<file path="src/rtl/ahb_mem_slave.sv">
// AHB-Lite memory slave: small word-organised storage with configurable wait
// states and a two-cycle ERROR response for out-of-range or misaligned transfers.
module ahb_mem_slave #(
    parameter int unsigned WAIT_STATES = 1,
    parameter int unsigned DEPTH_LOG2  = 4
) (
    input  logic        hclk,
    input  logic        hreset,
    input  logic        hsel,
    input  logic [31:0] haddr,
    input  logic        hwrite,
    input  logic [2:0]  hsize,
    input  logic [2:0]  hburst,
    input  logic [3:0]  hprot,
    input  logic        hmastlock,
    input  logic [1:0]  htrans,
    input  logic        hready,
    input  logic [31:0] hwdata,
    output logic        hreadyout,
    output logic        hresp,
    output logic [31:0] hrdata
);

    localparam int unsigned DEPTH = 1 << DEPTH_LOG2;
    localparam int unsigned AW    = DEPTH_LOG2 + 2;
    localparam logic [1:0]  LAST_CNT = 2'(WAIT_STATES - 1);

    typedef enum logic [1:0] {S_IDLE, S_WAIT, S_ERR1, S_ERR2} state_e;

    state_e          state_q, state_d;
    logic [1:0]      cnt_q, cnt_d;
    logic            act_q, act_d;
    logic [AW-1:0]   addr_q, addr_d;
    logic            write_q, write_d;
    logic [1:0]      size_q, size_d;
    logic [31:0]     mem_q [DEPTH];

    logic                  accept_c;
    logic                  err_c;
    logic [3:0]            strb_c;
    logic [DEPTH_LOG2-1:0] idx_c;
    logic                  unused_c;

    assign unused_c = ^{hburst, hprot, hmastlock, htrans[0]};
    assign idx_c    = addr_q[AW-1:2];

    // Next-state, response decode and read mux; act_q marks a good completion cycle.
    always_comb begin
        state_d   = state_q;
        cnt_d     = cnt_q;
        act_d     = 1'b0;
        addr_d    = addr_q;
        write_d   = write_q;
        size_d    = size_q;
        hreadyout = !(state_q == S_WAIT || state_q == S_ERR1);
        hresp     = (state_q == S_ERR1 || state_q == S_ERR2);
        accept_c  = hsel & hready & htrans[1] & hreadyout;
        err_c     = (|haddr[31:AW]) || (hsize > 3'd2) ||
                    (hsize == 3'd1 && haddr[0]) ||
                    (hsize == 3'd2 && haddr[1:0] != 2'd0);

        case (state_q)
            S_WAIT: begin
                if (cnt_q == LAST_CNT) begin
                    state_d = S_IDLE;
                    cnt_d   = 2'd0;
                    act_d   = 1'b1;
                end else begin
                    cnt_d = cnt_q + 2'd1;
                end
            end
            S_ERR1: state_d = S_ERR2;
            default: begin
                state_d = S_IDLE;
                if (accept_c) begin
                    addr_d  = haddr[AW-1:0];
                    write_d = hwrite;
                    size_d  = hsize[1:0];
                    if (err_c) begin
                        state_d = S_ERR1;
                    end else if (WAIT_STATES == 0) begin
                        act_d = 1'b1;
                    end else begin
                        state_d = S_WAIT;
                        cnt_d   = 2'd0;
                    end
                end
            end
        endcase

        case (size_q)
            2'd0:    strb_c = 4'b0001 << addr_q[1:0];
            2'd1:    strb_c = 4'b0011 << {addr_q[1], 1'b0};
            default: strb_c = 4'b1111;
        endcase

        hrdata = (act_q && !write_q) ? mem_q[idx_c] : 32'd0;
    end

    // State registers and storage; writes land on the edge ending completion.
    always_ff @(posedge hclk or posedge hreset) begin
        if (hreset) begin
            state_q <= S_IDLE;
            cnt_q   <= 2'd0;
            act_q   <= 1'b0;
            addr_q  <= '0;
            write_q <= 1'b0;
            size_q  <= 2'd0;
            for (int unsigned i = 0; i < DEPTH; i++) begin
                mem_q[i] <= 32'd0;
            end
        end else begin
            state_q <= state_d;
            cnt_q   <= cnt_d;
            act_q   <= act_d;
            addr_q  <= addr_d;
            write_q <= write_d;
            size_q  <= size_d;
            if (act_q && write_q) begin
                for (int b = 0; b < 4; b++) begin
                    if (strb_c[b]) begin
                        mem_q[idx_c][8*b +: 8] <= hwdata[8*b +: 8];
                    end
                end
            end
        end
    end

endmodule
</file>
<file path="config.mk">
export PLATFORM = sky130hd
export DESIGN_NAME = ahb_mem_slave
export DESIGN_NICKNAME = d
export VERILOG_FILES = /design/src/rtl/ahb_mem_slave.sv
export SDC_FILE = /design/constraint.sdc
export NUM_CORES = 1
export LEC_CHECK = 0
export BUFFER_PORTS_ARGS = -buffer_cell sky130_fd_sc_hd__buf_2
export CORE_UTILIZATION = 64
export CTS_BUF_LIST = sky130_fd_sc_hd__clkbuf_2 sky130_fd_sc_hd__clkbuf_4 sky130_fd_sc_hd__clkbuf_8
export DETAILED_ROUTE_END_ITERATION = 12
export PLACE_DENSITY = 0.83
export SYNTH_ARGS = -nofsm -noshare
export SYNTH_HDL_FRONTEND = slang
export SYNTH_SLANG_ARGS = --single-unit
</file>
<file path="constraint.sdc">
create_clock -name hclk -period 21.6 [get_ports hclk]
set_clock_uncertainty 0.2 [all_clocks]
set_input_delay 4.32 -clock hclk [delete_from_list [all_inputs] [get_ports hclk]]
set_output_delay 4.32 -clock hclk [all_outputs]
set_load 0.01 [all_outputs]
</file>
# Word-level counts from Yosys, hierarchy flattened
# Index checks and enable logic that the tools add are counted.
totals:
  reg_bits: 526
  latchBits: 0
  ram_bits: 0
  rom_bits: 0
  input_bits: 82
  out_inout_bits: 34
  elab_cells: 96
  mem_count: 0
op_classes:
  n_addsub: 1
  multipliers: 0
  div_mod_pow: 0
  n_lt_le_gt_ge: 3
  eq_ne: 8
  n_shift: 2
  n_mux: 34
  bitwise: 6
  n_reduce_logical: 20
ops:
  columns: ["cell", "n"]
  rows:
  - ["512-bit two-way mux", 7]
  - ["512-bit bitwise mux", 4]
  - ["32-bit demux with 4-bit select", 4]
  - ["32-bit binary-select mux with 4-bit select", 1]
  - ["32-bit two-way mux", 4]
  - ["26-bit OR reduction", 1]
  - ["24-bit two-way mux", 1]
  - ["16-bit two-way mux", 1]
  - ["2-bit two-way mux", 6]
  - ["8-bit two-way mux", 1]
  - ["2-bit case mux with 2 select lines", 2]
  - ["4-bit case mux with 2 select lines", 1]
  - ["5-bit >= comparator (second input constant)", 1]
  - ["1-bit logical AND", 5]
  - ["1-bit logical OR", 5]
  - ["5-bit by 1-bit < comparator with 1-bit output (second input constant)", 1]
  - ["4-bit inverter with 5-bit output", 1]
  - ["2-bit by 1-bit == test with 1-bit output (second input constant)", 2]
  - ["2-bit == test (second input constant)", 2]
  - ["2-bit zero test", 2]
  - ["2-bit by 1-bit != test with 1-bit output (second input constant)", 2]
  - ["2-bit nonzero test", 2]
  - ["1-bit by 2-bit left shift with 4-bit output (first input constant)", 1]
  - ["2-bit by 2-bit left shift with 4-bit output (first input constant)", 1]
  - ["11 further kinds", 16]

# Depth between registers and ports, before layout
logic_depth:
  word_depth: 16
  mapped_depth: 7
  ltp_nobuf: 6

# Worst setup path before layout
# OpenSTA, ideal clock, no wires.
synth_path:
  kind: "register -> output"
  startpoint: "register addr_q[2]"
  endpoint: "output hrdata[10]"
  arrival_time_ns: 1.707
  required_ns: 17.080
  slack_ns: 15.373
  path_stages_with_launch: 7
  n_path_buf: 3
  path_cell_list: "dfrtp_1 > buf_2 > buf_4 > buf_2 > mux4_2 > a22oi_1 > nand2_1"
synth_between:
  elab_chain_len: 5
synth_lines:
  columns: ["element", "line_no", "text"]
  rows:
  - ["start: declaration", "33", "logic [AW-1:0] addr_q, addr_d;"]
  - ["start signal: assignment", "116", "addr_q <= addr_d;"]
  - ["4-bit inverter with 5-bit output (implied by the code)", "97", "hrdata = (act_q && !write_q) ? mem_q[idx_c] : 32'd0;"]
  - ["32-bit binary-select mux with 4-bit select", "97", null]
  - ["32-bit two-way mux (implied by the code) (2 in series)", "97", null]
  - ["32-bit two-way mux", "97", null]
  - ["end: declaration", "21", "output logic [31:0] hrdata"]
# No other way between the ends. The select of a mux whose other input is x is not followed.

# Worst setup path after layout
layout_path:
  startpoint: "register addr_q[3]"
  endpoint: "output hrdata[10]"
# Same word-level chain as after synthesis.

==> run_results.csv <==
group,metric,value,unit
run_status,outcome,"completed",
critical_path,critPathKind,"reg2out",
drt,dr.first_iter.drc_count,877,
cts,tritoncts.num_buffers,85,
sta,final_max_slew_viol_count,0,
critical_path,crit_top_cell,"sky130_fd_sc_hd__buf_4",
critical_path,cp_max_stage_delay,940,ps
cells_and_area,layout.cells.most_common,"sky130_fd_sc_hd__dfrtp_1",
sta,setup_viol,0,
critical_path,crit_path_max_fanout,71,
cells_and_area,fillers,2347,
logic_synthesis,post_synth_instance_area,24200,sq um
cells_and_area,post_route_cells_drive_above_1_share,57.3,%
cells_and_area,postLayoutCellArea,26700,sq um
critical_path,path_buf_inv,3,
cts,ctsRootBufferMaster,"sky130_fd_sc_hd__clkbuf_8",
critical_path,worst_r2r_startpoint,"addr_q[3]",
global_route,grt_first_pass_wirelength,82100,microns
drt,detail_route.vias_per_cell,6.33,
placed_design,place_congestion,0.764,
placed_design,postPlaceCellArea,25000,sq um
logic_synthesis,syn_avg_cell_area,15.9,sq um
power_and_ir_drop,power.ir.vdd_worst,0.000104,V
sta,worst_slew_pin_slew,1230,ps
job,cap_violations,0,
drt,first_pass_iters,7,
cts,cts_tree,"done",
sta,grt_setup_unrepaired,"false",
sta,final.min_clock_period,8470,ps
cts,clock_sinks,526,
logic_synthesis,synth_seq_cells,526,
die,placement_rows,70,
logic_synthesis,yosys.cell_types.count,38,
critical_path,required,17080,ps
sta,final_report_hold_violation_count,0,
cells_and_area,sequential_cell_area,13200,sq um
critical_path,timing.critical_path.from_type,"flop",
cts,clkTransAtPathRegs,60,ps
logic_synthesis,synthCells,1518,
die,floorplan.io_pins,116,
min_path,path_category_of_the_worst_min_delay_check,"reg2reg",
cells_and_area,areaGrowthSynthToFinish,10.7,%
critical_path,timing.critical_path.to_type,"output pin",
sta,finalCritPeriodShare,39.2,%
drt,routed_wirelength,50900,microns
power_and_ir_drop,power_density,92.7,nW/um^2
global_route,maximum_number_of_pins_on_one_net_before_global_route_repair,142,
cts,cts_resized,0,
logic_synthesis,ys_warn_count,0,
sta,worst_rel_slew_slack,17.9,%
power_and_ir_drop,power_leakage,12.1,nW
placed_design,portBuffers,106,
sta,tns_setup,0,ps
drt,remaining_drc_errors,0,
critical_path,crit_arrival,3950,ps
min_path,hold_start,"mem_q[393]",
cts,cts_setup_buffers,0,
logic_synthesis,synth_seq_area_share,54.5,%
drt,via_count,13900,
die,die_w,196,microns
critical_path,path_cells,"buf_4 -> buf_4 -> mux4_2 -> a22oi_1 -> nand2_1 -> buf_2",
drt,post_route_ant_nets,0,
die,floorplan.initialDensity,65.5,%
cts,worstSkewPairLatency,630,ps
cells_and_area,final_nets,1724,
die,die_height,196,microns
cts,cts.hold.buffers_added,0,
logic_synthesis,synthesis.nets,1605,
cts,cts.path.max_buffers,3,
cells_and_area,multi_input_area,10600,sq um
critical_path,timing.critical_path.from,"addr_q[3]",
cells_and_area,highest_count_cells_in_the_layout_ignoring_fill_and_taps,"sky130_fd_sc_hd__dfrtp_1 (524), sky130_fd_sc_hd__mux2_2 (519), sky130_fd_sc_hd__mux4_2 (128)",
die,core_area,36900,sq um
sta,fmax,118,MHz
cts,htreeDepth,3,
global_route,grt_pass1_vias,14900,
global_route,overflow,0,
global_route,grt_usage,27.8,%
critical_path,cpMaxStageDelayCell,"sky130_fd_sc_hd__buf_4",
global_route,antenna_found_initial,4,
die,overall_die_area,38500,sq um
placed_design,detailedPlacementHpwl,31200,microns
drt,routedWlPerCell,23.2,microns
critical_path,critical_path.top_delay_family,"buffers and inverters",
power_and_ir_drop,post-layout-total-power,2.48,mW
-- final timing paths --
| kind | to | slack [ps] | cells past startpoint |
|---|---|---|---|
| max | hrdata[10] | 13130 | 6 |
| min | mem_q[393] | 290 | 1 |
| max reg2reg | mem_q[30] | 17430 | 6 |
| min reg2reg | mem_q[393] | 290 | 1 |
| max in group asynchronous | mem_q[286] | 14230 | 5 |
| min in group asynchronous | mem_q[500] | 3640 | 2 |
-- cells in the mapped netlist --
cell type                     n  area share, %
sky130_fd_sc_hd__a21oi_1      1          0.021
sky130_fd_sc_hd__a21oi_2      2          0.073
sky130_fd_sc_hd__a21oi_4      2           0.13
sky130_fd_sc_hd__a22oi_1     66            2.1
sky130_fd_sc_hd__a31oi_1      1          0.026
sky130_fd_sc_hd__and2_1       2          0.052
sky130_fd_sc_hd__and3_1       1          0.026
sky130_fd_sc_hd__buf_2       30           0.62
sky130_fd_sc_hd__buf_4        7           0.22
sky130_fd_sc_hd__buf_6        4           0.19
sky130_fd_sc_hd__clkbuf_1    45           0.70
sky130_fd_sc_hd__dfrtp_1    526             54
sky130_fd_sc_hd__ha_1         5           0.26
sky130_fd_sc_hd__inv_1        8           0.12
sky130_fd_sc_hd__mux2_1       2          0.093
sky130_fd_sc_hd__mux2_2     519             24
sky130_fd_sc_hd__mux4_2     128             12
sky130_fd_sc_hd__nand2_1     56           0.87
sky130_fd_sc_hd__nand2_2     19           0.49
sky130_fd_sc_hd__nand2b_1     7           0.18
sky130_fd_sc_hd__nand3_1      6           0.12
sky130_fd_sc_hd__nand4_1      2          0.052
sky130_fd_sc_hd__nor2_1      15           0.23
sky130_fd_sc_hd__nor2_4       1          0.047
sky130_fd_sc_hd__nor2b_1      5           0.13
sky130_fd_sc_hd__nor3_1       9           0.19
sky130_fd_sc_hd__nor3_2       7           0.29
sky130_fd_sc_hd__nor3_4      23            1.5
sky130_fd_sc_hd__nor4_1       7           0.18
sky130_fd_sc_hd__nor4_4       2           0.18
sky130_fd_sc_hd__nor4b_1      1          0.036
sky130_fd_sc_hd__o21a_1       1          0.031
sky130_fd_sc_hd__o21ai_0      2          0.041
sky130_fd_sc_hd__o21bai_1     1          0.031
sky130_fd_sc_hd__o22a_1       1          0.036
sky130_fd_sc_hd__o2bb2ai_1    1          0.036
sky130_fd_sc_hd__o31ai_1      2          0.062
sky130_fd_sc_hd__or2_2        1          0.026
-- stage by stage --
| step | setup WS (ps) | hold slack (ps) | std cells | utilization (%) |
|---|---|---|---|---|
| final | 13130 | 293 | 2195 | 72.5 |
| after global routing | 12940 | 298 | 2194 | 72.5 |
| after CTS | 13010 | 294 | 2194 | 72.5 |
| after detailed placement | 13350 | 281 | 2054 | 67.9 |
| after global placement | 13490 | 268 | 2054 | 67.9 |
| after floorplan | 2380 | 259 | 1518 | - |
-- layout make-up --
| type | instances | share of cell area (%) |
|---|---|---|
| flip-flops and latches | 526 | 49.2 |
| clock buffers | 126 | 5.92 |
| diodes | 1 | 0.00936 |
| well taps | 504 | 2.36 |
| inverters | 8 | 0.140 |
| repair buffers | 118 | 2.37 |
| multi-input cells | 898 | 39.6 |
| clock inverters | 14 | 0.407 |
-- layer usage --
layer / routed length (microns) / vias up / track usage [%]
li1: - / 5984 / -
met4: 1240 / 6 / 8.85
met5: 40 / - / 0
met1: 22300 / 7400 / 39.8
met2: 24500 / 400 / 43.3
met3: 2820 / 110 / 5.72
-- flip-flops by register name, indices dropped and copies added, names as in the netlist --
register / count
state_q: 2
addr_q: 6
act_q: 1
write_q: 1
cnt_q: 2
size_q: 2
mem_q: 512
-- power by group --
part	total, mW	switching, mW	internal [mW]
Combinational	0.523	0.280	0.243
Clock	0.856	0.378	0.478
Sequential	1.10	0.0578	1.04
-- cell families after synthesis --
family	synth area share, %
mux	36.2
flops	54.5
simple gates	4.65
buf+inv	1.85
compound gates	2.54
fa+ha+maj	0.259
Note: power is estimated with default switching activity, not from simulation.
